--- src/rtl/mips_pkg.sv ---
// rtl/mips_pkg.sv - shared opcode, field and state definitions for the multicycle core
package mips_pkg;

    localparam int OP_HI = 15;
    localparam int OP_LO = 12;
    localparam int RA_HI = 11;
    localparam int RA_LO = 8;
    localparam int RB_HI = 7;
    localparam int RB_LO = 4;
    localparam int RC_HI = 3;
    localparam int RC_LO = 0;

    localparam logic [3:0] OP_ADD  = 4'h0;
    localparam logic [3:0] OP_SUB  = 4'h1;
    localparam logic [3:0] OP_AND  = 4'h2;
    localparam logic [3:0] OP_OR   = 4'h3;
    localparam logic [3:0] OP_SLT  = 4'h4;
    localparam logic [3:0] OP_ADDI = 4'h5;
    localparam logic [3:0] OP_LW   = 4'h6;
    localparam logic [3:0] OP_SW   = 4'h7;
    localparam logic [3:0] OP_BNE  = 4'h8;
    localparam logic [3:0] OP_BEQ  = 4'h9;
    localparam logic [3:0] OP_HALT = 4'hF;

    typedef enum logic [2:0] {
        S_FETCH,
        S_DECODE,
        S_EXEC,
        S_MEM,
        S_WB,
        S_HALT
    } state_t;

    // Register-register ops write rc; everything else that writes uses rb.
    function automatic logic op_is_rrr(input logic [3:0] op);
        return op <= OP_SLT;
    endfunction

endpackage

--- src/rtl/mips_regfile.sv ---
// rtl/mips_regfile.sv - 16-entry register file, two read ports, debug port, one write port
module mips_regfile
    import mips_pkg::*;
#(
    parameter int DATA_W = 16
) (
    input  logic              clk,
    input  logic              clear,
    input  logic [3:0]        rd_addr_a,
    output logic [DATA_W-1:0] rd_data_a,
    input  logic [3:0]        rd_addr_b,
    output logic [DATA_W-1:0] rd_data_b,
    input  logic [3:0]        dbg_addr,
    output logic [DATA_W-1:0] dbg_data,
    input  logic              wr_en,
    input  logic [3:0]        wr_addr,
    input  logic [DATA_W-1:0] wr_data
);

    logic [DATA_W-1:0] regs [16];

    // Storage: cleared asynchronously, r0 never written so it always reads zero.
    always_ff @(posedge clk or posedge clear) begin
        if (clear) begin
            for (int i = 0; i < 16; i++) begin
                regs[i] <= '0;
            end
        end else if (wr_en && (wr_addr != 4'd0)) begin
            regs[wr_addr] <= wr_data;
        end
    end

    assign rd_data_a = (rd_addr_a == 4'd0) ? '0 : regs[rd_addr_a];
    assign rd_data_b = (rd_addr_b == 4'd0) ? '0 : regs[rd_addr_b];
    assign dbg_data  = (dbg_addr  == 4'd0) ? '0 : regs[dbg_addr];

endmodule

--- src/rtl/mips_multicycle.sv ---
// rtl/mips_multicycle.sv - 16-bit-instruction multicycle core with handshaked instruction/data ports
module mips_multicycle
    import mips_pkg::*;
#(
    parameter int                 DATA_W   = 16,
    parameter int                 ADDR_W   = 16,
    parameter logic [ADDR_W-1:0]  RESET_PC = '0
) (
    input  logic              clk,
    input  logic              clear,
    output logic              imem_req,
    output logic [ADDR_W-1:0] imem_addr,
    input  logic [15:0]       imem_rdata,
    input  logic              imem_ack,
    output logic              dmem_req,
    output logic              dmem_we,
    output logic [ADDR_W-1:0] dmem_addr,
    output logic [DATA_W-1:0] dmem_wdata,
    input  logic [DATA_W-1:0] dmem_rdata,
    input  logic              dmem_ack,
    output logic [ADDR_W-1:0] pc,
    output logic              halted,
    output logic              retire,
    output logic              illegal,
    input  logic [3:0]        dbg_addr,
    output logic [DATA_W-1:0] dbg_data
);

    state_t            state, state_next;
    logic [15:0]       ir;
    logic [DATA_W-1:0] opa, opb, res, alu_out;
    logic [ADDR_W-1:0] mar, pc_next, pc_inc, pc_br;
    logic [DATA_W-1:0] rd_a, rd_b, imm;
    logic [ADDR_W-1:0] imm_a;
    logic [3:0]        op, ra, rb, rc, wr_addr;
    logic              fetch_req, taken, rf_we;

    assign op = ir[OP_HI:OP_LO];
    assign ra = ir[RA_HI:RA_LO];
    assign rb = ir[RB_HI:RB_LO];
    assign rc = ir[RC_HI:RC_LO];

    assign imm     = {{(DATA_W-4){rc[3]}}, rc};
    assign imm_a   = {{(ADDR_W-4){rc[3]}}, rc};
    assign pc_inc  = pc + ADDR_W'(1);
    assign pc_br   = pc_inc + imm_a;
    assign taken   = ((op == OP_BNE) && (opa != opb)) || ((op == OP_BEQ) && (opa == opb));
    assign wr_addr = op_is_rrr(op) ? rc : rb;

    mips_regfile #(.DATA_W(DATA_W)) u_regfile (
        .clk       (clk),
        .clear     (clear),
        .rd_addr_a (ra),
        .rd_data_a (rd_a),
        .rd_addr_b (rb),
        .rd_data_b (rd_b),
        .dbg_addr  (dbg_addr),
        .dbg_data  (dbg_data),
        .wr_en     (rf_we),
        .wr_addr   (wr_addr),
        .wr_data   (res)
    );

    // ALU: register ops, otherwise ra+imm (ADDI result and LW/SW address).
    always_comb begin
        alu_out = opa + imm;
        case (op)
            OP_ADD:  alu_out = opa + opb;
            OP_SUB:  alu_out = opa - opb;
            OP_AND:  alu_out = opa & opb;
            OP_OR:   alu_out = opa | opb;
            OP_SLT:  alu_out = DATA_W'($signed(opa) < $signed(opb));
            default: alu_out = opa + imm;
        endcase
    end

    // Next-state, handshake requests, retire/illegal pulses and next pc.
    always_comb begin
        state_next = state;
        fetch_req  = 1'b0;
        dmem_req   = 1'b0;
        retire     = 1'b0;
        illegal    = 1'b0;
        rf_we      = 1'b0;
        pc_next    = pc;
        case (state)
            S_FETCH: begin
                fetch_req = 1'b1;
                if (imem_ack) state_next = S_DECODE;
            end
            S_DECODE: state_next = S_EXEC;
            S_EXEC: begin
                if (op_is_rrr(op) || (op == OP_ADDI)) begin
                    state_next = S_WB;
                end else if ((op == OP_LW) || (op == OP_SW)) begin
                    state_next = S_MEM;
                end else if ((op == OP_BNE) || (op == OP_BEQ)) begin
                    state_next = S_FETCH;
                    retire     = 1'b1;
                    pc_next    = taken ? pc_br : pc_inc;
                end else if (op == OP_HALT) begin
                    state_next = S_HALT;
                    retire     = 1'b1;
                    pc_next    = pc_inc;
                end else begin
                    state_next = S_FETCH;
                    retire     = 1'b1;
                    illegal    = 1'b1;
                    pc_next    = pc_inc;
                end
            end
            S_MEM: begin
                dmem_req = 1'b1;
                if (dmem_ack) begin
                    if (op == OP_LW) begin
                        state_next = S_WB;
                    end else begin
                        state_next = S_FETCH;
                        retire     = 1'b1;
                        pc_next    = pc_inc;
                    end
                end
            end
            S_WB: begin
                rf_we      = 1'b1;
                retire     = 1'b1;
                pc_next    = pc_inc;
                state_next = S_FETCH;
            end
            default: state_next = S_HALT;
        endcase
    end

    // State, pc and datapath registers; clear wins over any pending handshake.
    always_ff @(posedge clk or posedge clear) begin
        if (clear) begin
            state <= S_FETCH;
            pc    <= RESET_PC;
            ir    <= '0;
            opa   <= '0;
            opb   <= '0;
            res   <= '0;
            mar   <= '0;
        end else begin
            state <= state_next;
            pc    <= pc_next;
            if ((state == S_FETCH) && imem_ack) ir <= imem_rdata;
            if (state == S_DECODE) begin
                opa <= rd_a;
                opb <= rd_b;
            end
            if (state == S_EXEC) begin
                res <= alu_out;
                mar <= alu_out[ADDR_W-1:0];
            end
            if ((state == S_MEM) && dmem_ack && (op == OP_LW)) res <= dmem_rdata;
        end
    end

    // FETCH is the reset state, so the fetch request is masked while clear is held.
    assign imem_req   = fetch_req && !clear;
    assign imem_addr  = pc;
    assign dmem_we    = (op == OP_SW);
    assign dmem_addr  = mar;
    assign dmem_wdata = opb;
    assign halted     = (state == S_HALT);

endmodule

--- config.mk ---
export PLATFORM = sky130hd
export DESIGN_NAME = mips_multicycle
export DESIGN_NICKNAME = d
export VERILOG_FILES = /design/src/rtl/mips_pkg.sv /design/src/rtl/mips_regfile.sv /design/src/rtl/mips_multicycle.sv
export SDC_FILE = /design/constraint.sdc
export NUM_CORES = 1
export LEC_CHECK = 0
export CORE_MARGIN = 5
export CORE_UTILIZATION = 29
export DETAILED_ROUTE_END_ITERATION = 12
export MAX_ROUTING_LAYER = met4
export PLACE_DENSITY = 0.46
export REMOVE_ABC_BUFFERS = 1
export SLEW_MARGIN = 10
export SYNTH_ARGS = -nofsm -noshare
export SYNTH_HDL_FRONTEND = slang
export SYNTH_SLANG_ARGS = --single-unit
--- constraint.sdc ---
create_clock -name clk -period 13.6 [get_ports clk]
set_input_delay 3.4 -clock clk [delete_from_list [all_inputs] [get_ports clk]]
set_output_delay 3.4 -clock clk [all_outputs]
set_load 0.1 [all_outputs]
== Yosys cells after proc, flatten, opt, wreduce, memory -nomap -nowiden ==
Cells that the tools add are included.
Word-level totals
  bits in read-only memories: 0
  logic and storage cells: 133
  memories kept: 0
  bits in writable memories: 0
  register bits after elaboration: 355
  bits in latches: 0
  input bits: 40
  output and inout port bits: 86
Cells by class
  magnitude comparators: 7
  bitwise logic cells: 6
  reduce and logical (&&, ||, !) cells: 23
  shifts and indexed selects: 0
  mux-type cells: 47
  multipliers: 0
  equal/unequal tests: 22
  divide/modulo/power cells: 0
  $add $sub $neg: 5
Operators by type and width (count)
  16-bit 2-to-1 mux: 18
  256-bit bitwise mux: 1
  16-bit binary-select mux with 4-bit select: 3
  16-bit one-hot mux with 5 select lines: 1
  16-bit demux with 4-bit select: 1
  16-bit adder: 3
  16-bit one-hot mux with 3 select lines: 1
  3-bit 2-to-1 mux: 7
  5-bit greater-or-equal comparator (second input constant): 4
  4-bit NOT with 5-bit output: 4
  16-bit by 1-bit adder with 16-bit output (second input constant): 1
  16-bit bitwise AND: 1
  16-bit == test: 1
  4-bit by 3-bit == test with 1-bit output (second input constant): 4
  4-bit zero test: 4
  16-bit less-than comparator: 1
  16-bit inequality test: 1
  16-bit OR: 1
  16-bit subtractor: 1
  3-bit one-hot mux with 5 select lines: 1
  4-bit == test (second input constant): 3
  1-bit 2-to-1 mux: 12
  2-bit inequality test (second input constant): 5
  4-bit by 2-bit == test with 1-bit output (second input constant): 2
  17 further kinds: 29

== Depth between registers and ports, before layout ==
Gate-level depths: netlist of run 1.
  depth in word-level cells: 8
  mapped depth: 16

== By module ==
From an unflattened synthesis of run 1, not the netlist that was laid out.
Unflattened totals
  cells, all modules: 1974
  area total of the unflattened synthesis: 22948.3 sq um
Modules (own cells, without submodules)
  mips_regfile: times used 1, cells each 1067, seq. area each 6030.8 sq um, area each 15248.4 sq um
  mips_multicycle: times used 1, cells each 907, seq. area each 2477.4 sq um, area each 7699.9 sq um

== Least setup slack after synthesis of run 1 ==
No wires, ideal clock.
  path kind: input port to output port
  from: input clear
  to: output imem_req
  arrival time: 6.218 ns
  path slack: 3.982 ns
  buffers on the path: 0
  required time: 10.200 ns
  stages: 1
  path through: nor4_1
Between the ends
  longest elaborated chain between the ends: 2
RTL lines
  start, declared: line mips_multicycle.sv:10  | input logic clear,
  1-bit zero test: line mips_multicycle.sv:161  | assign imem_req = fetch_req && !clear;
  1-bit logical AND: line mips_multicycle.sv:161
  end, declared: line mips_multicycle.sv:11  | output logic imem_req,
Every way passes these cells.

== Worst setup path after layout of run 1 ==
  from: input dbg_addr[0]
  to: output dbg_data[7]
Between the ends
  longest elaborated chain between the ends: 5
  elaborated cells between the ends (all ways): 6
  classes of those cells: mux (4); bitwise (1); reduce/logical (1)
RTL lines
  start, declared: line mips_multicycle.sv:25  | input logic [3:0] dbg_addr,
  4-bit NOT with 5-bit output (not written as such): line mips_regfile.sv:35  | assign dbg_data = (dbg_addr == 4'd0) ? '0 : regs[dbg_addr];
  16-bit binary-select mux with 4-bit select: line mips_regfile.sv:35
  16-bit 2-to-1 mux (not written as such) (2 in series): line mips_regfile.sv:35
  16-bit 2-to-1 mux (*): line mips_regfile.sv:35
  end, declared: line mips_multicycle.sv:26  | output logic [DATA_W-1:0] dbg_data
Mark *: on every way between the ends. The rest lies on a longest branch, timed or not. The select of a mux whose other input is x is not followed.

==> results of run 1 <==
==> critical path: stages <==
cell             delay, ns
buf_4                 0.39
buf_4                 0.71
mux4_2                0.59
mux4_2                0.48
nor2b_1               0.18
clkdlybuf4s50_1       0.99
==> path summary, 6_finish.rpt <==
check	start	endpoint	slack (ns)	cells past startpoint
worst min register to register	u_regfile.regs[254]$_DFFE_PP0P_	u_regfile.regs[254]$_DFFE_PP0P_	0.42	0
worst max register to register	ir[13]$_DFFE_PP0P_	res[14]$_DFFE_PP0P_	9.19	14
worst min-delay path	u_regfile.regs[254]$_DFFE_PP0P_	u_regfile.regs[254]$_DFFE_PP0P_	0.42	0
max in group asynchronous	clear	u_regfile.regs[226]$_DFFE_PP0P_	7.88	4
worst max-delay path	dbg_addr[0]	dbg_data[7]	3.36	6
min in group asynchronous	clear	state[0]$_DFFE_PP0P_	3.39	2
==> kinds of logic after synthesis <==
group           share of synthesized area
buf+inv                            0.0507
compound gates                     0.0781
mux                                 0.359
flops                               0.383
fa+ha+maj                          0.0474
simple gates                       0.0600
xor+xnor                           0.0215
==> area by class of cell <==
type	count	area, µm²
inverters	96	368
flip-flops and latches	355	8900
clock buffers	57	1200
repair buffers	156	1470
well taps	1050	1310
clock inverters	13	208
multi-input cells	1192	13200
fillers	7851	52500
==> synth_stat cells (10+ instances only) <==
| cell | n |
|---|---|
| o22ai_1 | 38 |
| a21oi_1 | 59 |
| nor2_1 | 56 |
| a211oi_1 | 10 |
| o21ai_0 | 58 |
| o21bai_1 | 10 |
| dfrtp_1 | 355 |
| buf_4 | 28 |
| nand2b_1 | 13 |
| clkbuf_1 | 89 |
| nand3_1 | 16 |
| inv_1 | 96 |
| nor3_1 | 16 |
| a31oi_1 | 14 |
| buf_1 | 21 |
| nor2b_1 | 26 |
| nand2_1 | 89 |
| ha_1 | 83 |
| xor2_1 | 17 |
| mux2_4 | 10 |
| xnor2_1 | 38 |
| buf_2 | 15 |
| mux4_2 | 240 |
| a21o_1 | 19 |
| mux2_2 | 245 |
==> stage by stage <==
step	utilization	instance area, µm²	cells
5_1_grt	0.337	26700	2919
3_3_place_gp	0.319	25300	2849
4_1_cts	0.337	26700	2919
6_report	0.337	26700	2919
3_5_place_dp	0.319	25300	2849
2_1_floorplan	-	22400	1643
==> layer usage <==
metal  vias to the layer above  global-route usage  part of all wire
li1                       6912                   -                 -
met1                      8406               0.235              0.44
met2                       435               0.287              0.49
met3                       114              0.0221             0.043
met4                         0              0.0523             0.033
met5                         -                   -                 0
==> state kept, by name, summed over array words and instances, names as in the netlist <==
| name | count |
|---|---|
| opa | 16 |
| imem_addr | 16 |
| u_regfile.regs | 256 |
| res | 16 |
| dmem_wdata | 16 |
| ir | 16 |
| state | 3 |
| dmem_addr | 16 |
==> power groups by stage <==
stage,logic [mW],registers [mW],clock network (mW)
2_1_floorplan,2.29,2.47,0
3_3_place_gp,3.81,2.06,0
3_5_place_dp,3.84,2.07,0
4_1_cts,3.85,2.06,1.21
5_1_grt,4.08,2.14,1.25
6_report,3.83,2.05,1.17
==> impl_results.md, run 1 <==
- FP Rows: roughly 100
- Largest cells by area after synthesis: dfrtp_1, mux4_2, mux2_2
- Internal: between 3 and 4 mW
- Final setup fails: 0
- Mapped Area: 23200 µm²
- Share of cells above drive strength 1: 0.341
- Kind of end point of the critical path: primary output
- Final Max Tran Viols: 0
- Clk Latency, worst-skew pair: 0.57 ns
- Starting density of the core: 0.293
- GP Congestion: roughly 0.9
- Hpwl dp: roughly 49 mm
- Clock power share: 0.166
- Total Power: 7.05 mW
- Routed Antenna Nets: 0
- Final hold vios: 0
- P per Cell Area: 265 nW/µm²
- TritonCTS buffer count: 42
- Pre-CTS setup slack: about 3.3 ns
- Drt first-iter violations: 1034
- Tightest Pin Transition: 1.22 ns
- Unrepaired setup endpoints after global routing: no
- Hold_buf cts: 0
- Cell variety after synth: 75
- Vias in the first global route: around 16000
- Residual DRC: 0
- Max_cap viols: 0
- Syn Area/Cell: 12.8 µm²
- Die Y: 293 µm
- Sw Ratio: 0.464
- NumNets Final: 1969
- Outcome: complete, no violations
- Area grow syn2layout: 15.0%
- Die Wd: about 300 µm
- Total track usage: 0.177
- TNS Setup: 0 ns
- CP startpoint kind: primary input
- Post-synthesis sequential area ratio: 0.383
- Yosys top cell area share: 0.383
- Core region area: 79100 µm²
- Top_reg_cell synth: dfrtp_1
- Initial antenna violation count: 0
- Gate power share: 0.542
- Yosys warnings: 0
- Vias per cell: 5.44
- Worst vdd ir: 117 µV
- Maximum clock rate: 0.0977 GHz
- Root buffer cell: clkbuf_16
- Final worst slack: 3.36 ns
- Crit Path Class: primary input to primary output
- Worst Path Arrival: slightly below 7 ns
- Worst hold path class: register to register
- Min Hold Slack: 0.417 ns
- CTS tree: done
- Rel. slew slack: 0.182
- P_leak: ~11 nW
- Crit path max fanout: 42
- GR Overflow Total: 0
- DR vias: 15900
- Worst Clk Skew: 0.0284 ns
- Die area: 85700 µm²
- H-tree Lvls: 2
- DRT Pass-1 Iters: 5
- Final min period: 10.24 ns
- CTS resizes: 0
- Clock Path Buffers: 3
- Largest net degree at the start of global routing: 100
- Reg clk slew, reported paths: about 0.05 ns
- Ys async rst share: 1.00
- Post-Route WL: 74.3 mm
- Wire length per cell: 25.5 µm
- Post-synthesis register bit count: 355
- Most frequent cells in the layout: dfrtp_1, mux2_2, mux4_2
- Required @ worst endpoint: 10.20 ns
- Number of setup buffers added after CTS: 0
- Ant. Diodes: 0
- Clk sink count: 355
- Period utilization: 0.753
- Post-synth EDFFs: 0
- Post-Syn Instances: roughly 1800
- # port buffers: 125
- P_sw: around 3.3 mW
- First-pass GRT wire length: between 100 and 150 mm
- Leading area contributor after synthesis: dfrtp_1
- Most common cell after layout, fill and taps aside: dfrtp_1
- Sequential share of power: 0.291
- I/O pin count: 126
Note: power is estimated with default switching activity, not from simulation.
==> run 2, diff against run 1 <==
Clock period 13.6 ns to 9.3 ns, I/O delays scaled along.
==> run 2 against run 1 <==
Die area stayed put. Sequential share of layout area is 0.14 points lower. Critical path depth stayed put. Clock skew is 0.0016 ns lower. Clock-buffer cell count is 3 higher. Worst hold slack better by 0.00069 ns. Combinational power is 47% higher. Non-clock buffer count is 2 lower. Worst setup slack worse by 2.0 ns. Routed wire length is 3.5% higher.
==> impl_results.md, run 2 (synthesis results as in run 1) <==
- Outcome: complete, no violations (unchanged)
- GP Congestion: 0.898 (was 0.893)
- Vias per cell: 5.50 (was 5.44)
- Sw Ratio: 0.469 (was 0.464)
- Sequential share of power: 0.289 (was 0.291)
- Rel. slew slack: 0.177 (was 0.182)
- CTS resizes: 0 (unchanged)
- Share of cells above drive strength 1: 0.343 (was 0.341)
- Die Y: 293 µm (unchanged)
- Worst vdd ir: 209 µV (was 117 µV)
- Worst r2r dst: res[7]$_DFFE_PP0P_ (was res[14]$_DFFE_PP0P_)
- Number of setup buffers added after CTS: 0 (unchanged)
- Final Max Tran Viols: 0 (unchanged)
- Starting density of the core: 0.293 (unchanged)
- Max_cap viols: 0 (unchanged)
- Drt first-iter violations: 1272 (was 1034)
- DR vias: 16100 (was 15900)
- Worst r2r src: ir[13]$_DFFE_PP0P_ (unchanged)
- TNS Setup: 0 ns (unchanged)
- FP Rows: 103 (unchanged)
- Area grow syn2layout: 15.5% (was 15.0%)
- TritonCTS buffer count: 44 (was 42)
- Clock power share: 0.170 (was 0.166)
- Hold EP: u_regfile.regs[247]$_DFFE_PP0P_ (was u_regfile.regs[254]$_DFFE_PP0P_)
- P_sw: 4.88 mW (was 3.27 mW)
- Hold_buf cts: 0 (unchanged)
- Max reg flops: 256 (unchanged)
- Vias in the first global route: 16300 (was 16400)
- Placed Area: 25300 µm² (about the same)
- Post-Route WL: 77.0 mm (was 74.3 mm)
- Post-route cell area: 26800 µm² (was 26700 µm²)
- Final min period: 7.93 ns
- P_leak: 11.4 nW (was 11.3 nW)
- Clk Latency, worst-skew pair: 0.59 ns (was 0.57 ns)
- Initial antenna violation count: 0 (unchanged)
- Worst hold path class: register to register (unchanged)
- P per Cell Area: 389 nW/µm² (was 265 nW/µm²)
- Worst reg-to-reg path cell count: 12 (was 14)
- Routed Antenna Nets: 0 (unchanged)
- Clock Path Buffers: 3 (unchanged)
- Clk sink count: 355 (unchanged)
- Register-to-Register Setup Slack: 4.59 ns (was 9.19 ns)
- Most frequent cells in the layout: dfrtp_1, mux2_2, mux4_2 (unchanged)
- Worst hold stages: 0 (unchanged)
- H-tree Lvls: 2 (unchanged)
- Hold_sp: u_regfile.regs[247]$_DFFE_PP0P_ (was u_regfile.regs[254]$_DFFE_PP0P_)
- Kind of end point of the critical path: primary output (unchanged)
- Final design utilization: 0.338 (was 0.337)
- Unrepaired setup endpoints after global routing: no (unchanged)
- Total track usage: 0.182 (was 0.177)
- Period utilization: 0.853
- Min Hold Slack: 0.418 ns (was 0.417 ns)
- Die area: 85700 µm² (unchanged)
- GR Overflow Total: 0 (unchanged)
- Most flops, register: u_regfile.regs (unchanged)
- Internal: 5.53 mW (was 3.78 mW)
- Crit path max fanout: 40 (was 42)
- Core region area: 79100 µm² (unchanged)
- I/O pin count: 126 (unchanged)
- Reg clk slew, reported paths: 0.06 ns (was 0.05 ns)
- Gate power share: 0.541 (was 0.542)
- Root buffer cell: clkbuf_16 (unchanged)
- Hpwl dp: 49.7 mm (was 49.5 mm)
- CTS tree: done (unchanged)
- Tightest Pin Transition: 1.22 ns (about the same)
- Residual DRC: 0 (unchanged)
- Die Wd: 293 µm (unchanged)
- NumNets Final: 1969 (unchanged)
- Most common cell after layout, fill and taps aside: dfrtp_1 (unchanged)
- Largest net degree at the start of global routing: 170 (was 100)
- Crit Path Class: primary input to primary output (unchanged)
- # port buffers: 125 (unchanged)
- Wire length per cell: 26.3 µm (was 25.5 µm)
- Final hold vios: 0 (unchanged)
- Worst Setup SP: dbg_addr[0] (unchanged)
- DRT Pass-1 Iters: 5 (unchanged)
- Required @ worst endpoint: 6.98 ns (was 10.20 ns)
- Final setup fails: 0 (unchanged)
- Worst Clk Skew: 0.0269 ns (was 0.0284 ns)
- Worst Path Arrival: 5.61 ns (was 6.84 ns)
- Total Power: 10.4 mW (was 7.05 mW)
- First-pass GRT wire length: 114 mm (was 112 mm)
- CP startpoint kind: primary input (unchanged)
- Maximum clock rate: 0.126 GHz
==> run 2: changes by cell type in the layout (fill, tap and decap cells not counted), sizes merged <==
cell	change
buf	-2
bufinv	-2
clkinvlp	+4
clkbuf	+3
diode	+1
inv	-1
clkinv	+6
==> run 2: per-stage QoR <==
stage / setup WS (ns) / cells
after floorplan: -2.87 / 1643
after global placement: 1.33 / 2847
after detailed placement: 1.32 / 2847
after CTS: 1.32 / 2927
after global routing: 1.21 / 2927
final: 1.37 / 2928
==> run 2: power by group through the flow <==
stage                     clock (mW)  combinational [mW]  sequential (mW)
after detailed placement           0                5.65             3.03
after floorplan                    0                3.36             3.61
final                           1.77                5.63             3.01
after global routing            1.88                6.01             3.12
after global placement             0                5.61             3.02
after CTS                       1.83                5.67             3.01
==> run 2: how the worst max path moves through the flow <==
stage | endpoint | slack (ns) | depth (start not counted)
6_report | dbg_data[3] | 1.37 | 6
2_1_floorplan | dmem_addr[0]$_DFFE_PP0P_ | -2.87 | 1
5_1_grt | dbg_data[0] | 1.21 | 6
3_5_place_dp | dbg_data[3] | 1.32 | 6
3_3_place_gp | dbg_data[3] | 1.33 | 6
4_1_cts | dbg_data[3] | 1.32 | 6
==> run 2: routing by layer <==
layer | up-vias | wire length (µm) | GRT usage
li1 | 6928 | - | -
met1 | 8547 | 33500 | 0.241
met2 | 519 | 36500 | 0.287
met3 | 122 | 4200 | 0.0299
met4 | 0 | 2790 | 0.0603
met5 | - | 0 | -
==> run 2: layout make-up <==
type                       instances  area [µm²]
fill                            7777       52400
clock inverter                    20         253
multi-input combinational       1192       13200
sequential                       355        8900
clock buffer                      60        1250
timing repair buffer             154        1480
antenna                            1        2.50
tap                             1050        1310
inverter                          96         368
==> run 2: worst max-delay path, stage by stage <==
cell	delay (ns)
buf_4	0.62
buf_4	0.37
mux4_2	0.53
mux4_2	0.49
nor2b_1	0.17
clkdlybuf4s50_1	1.03
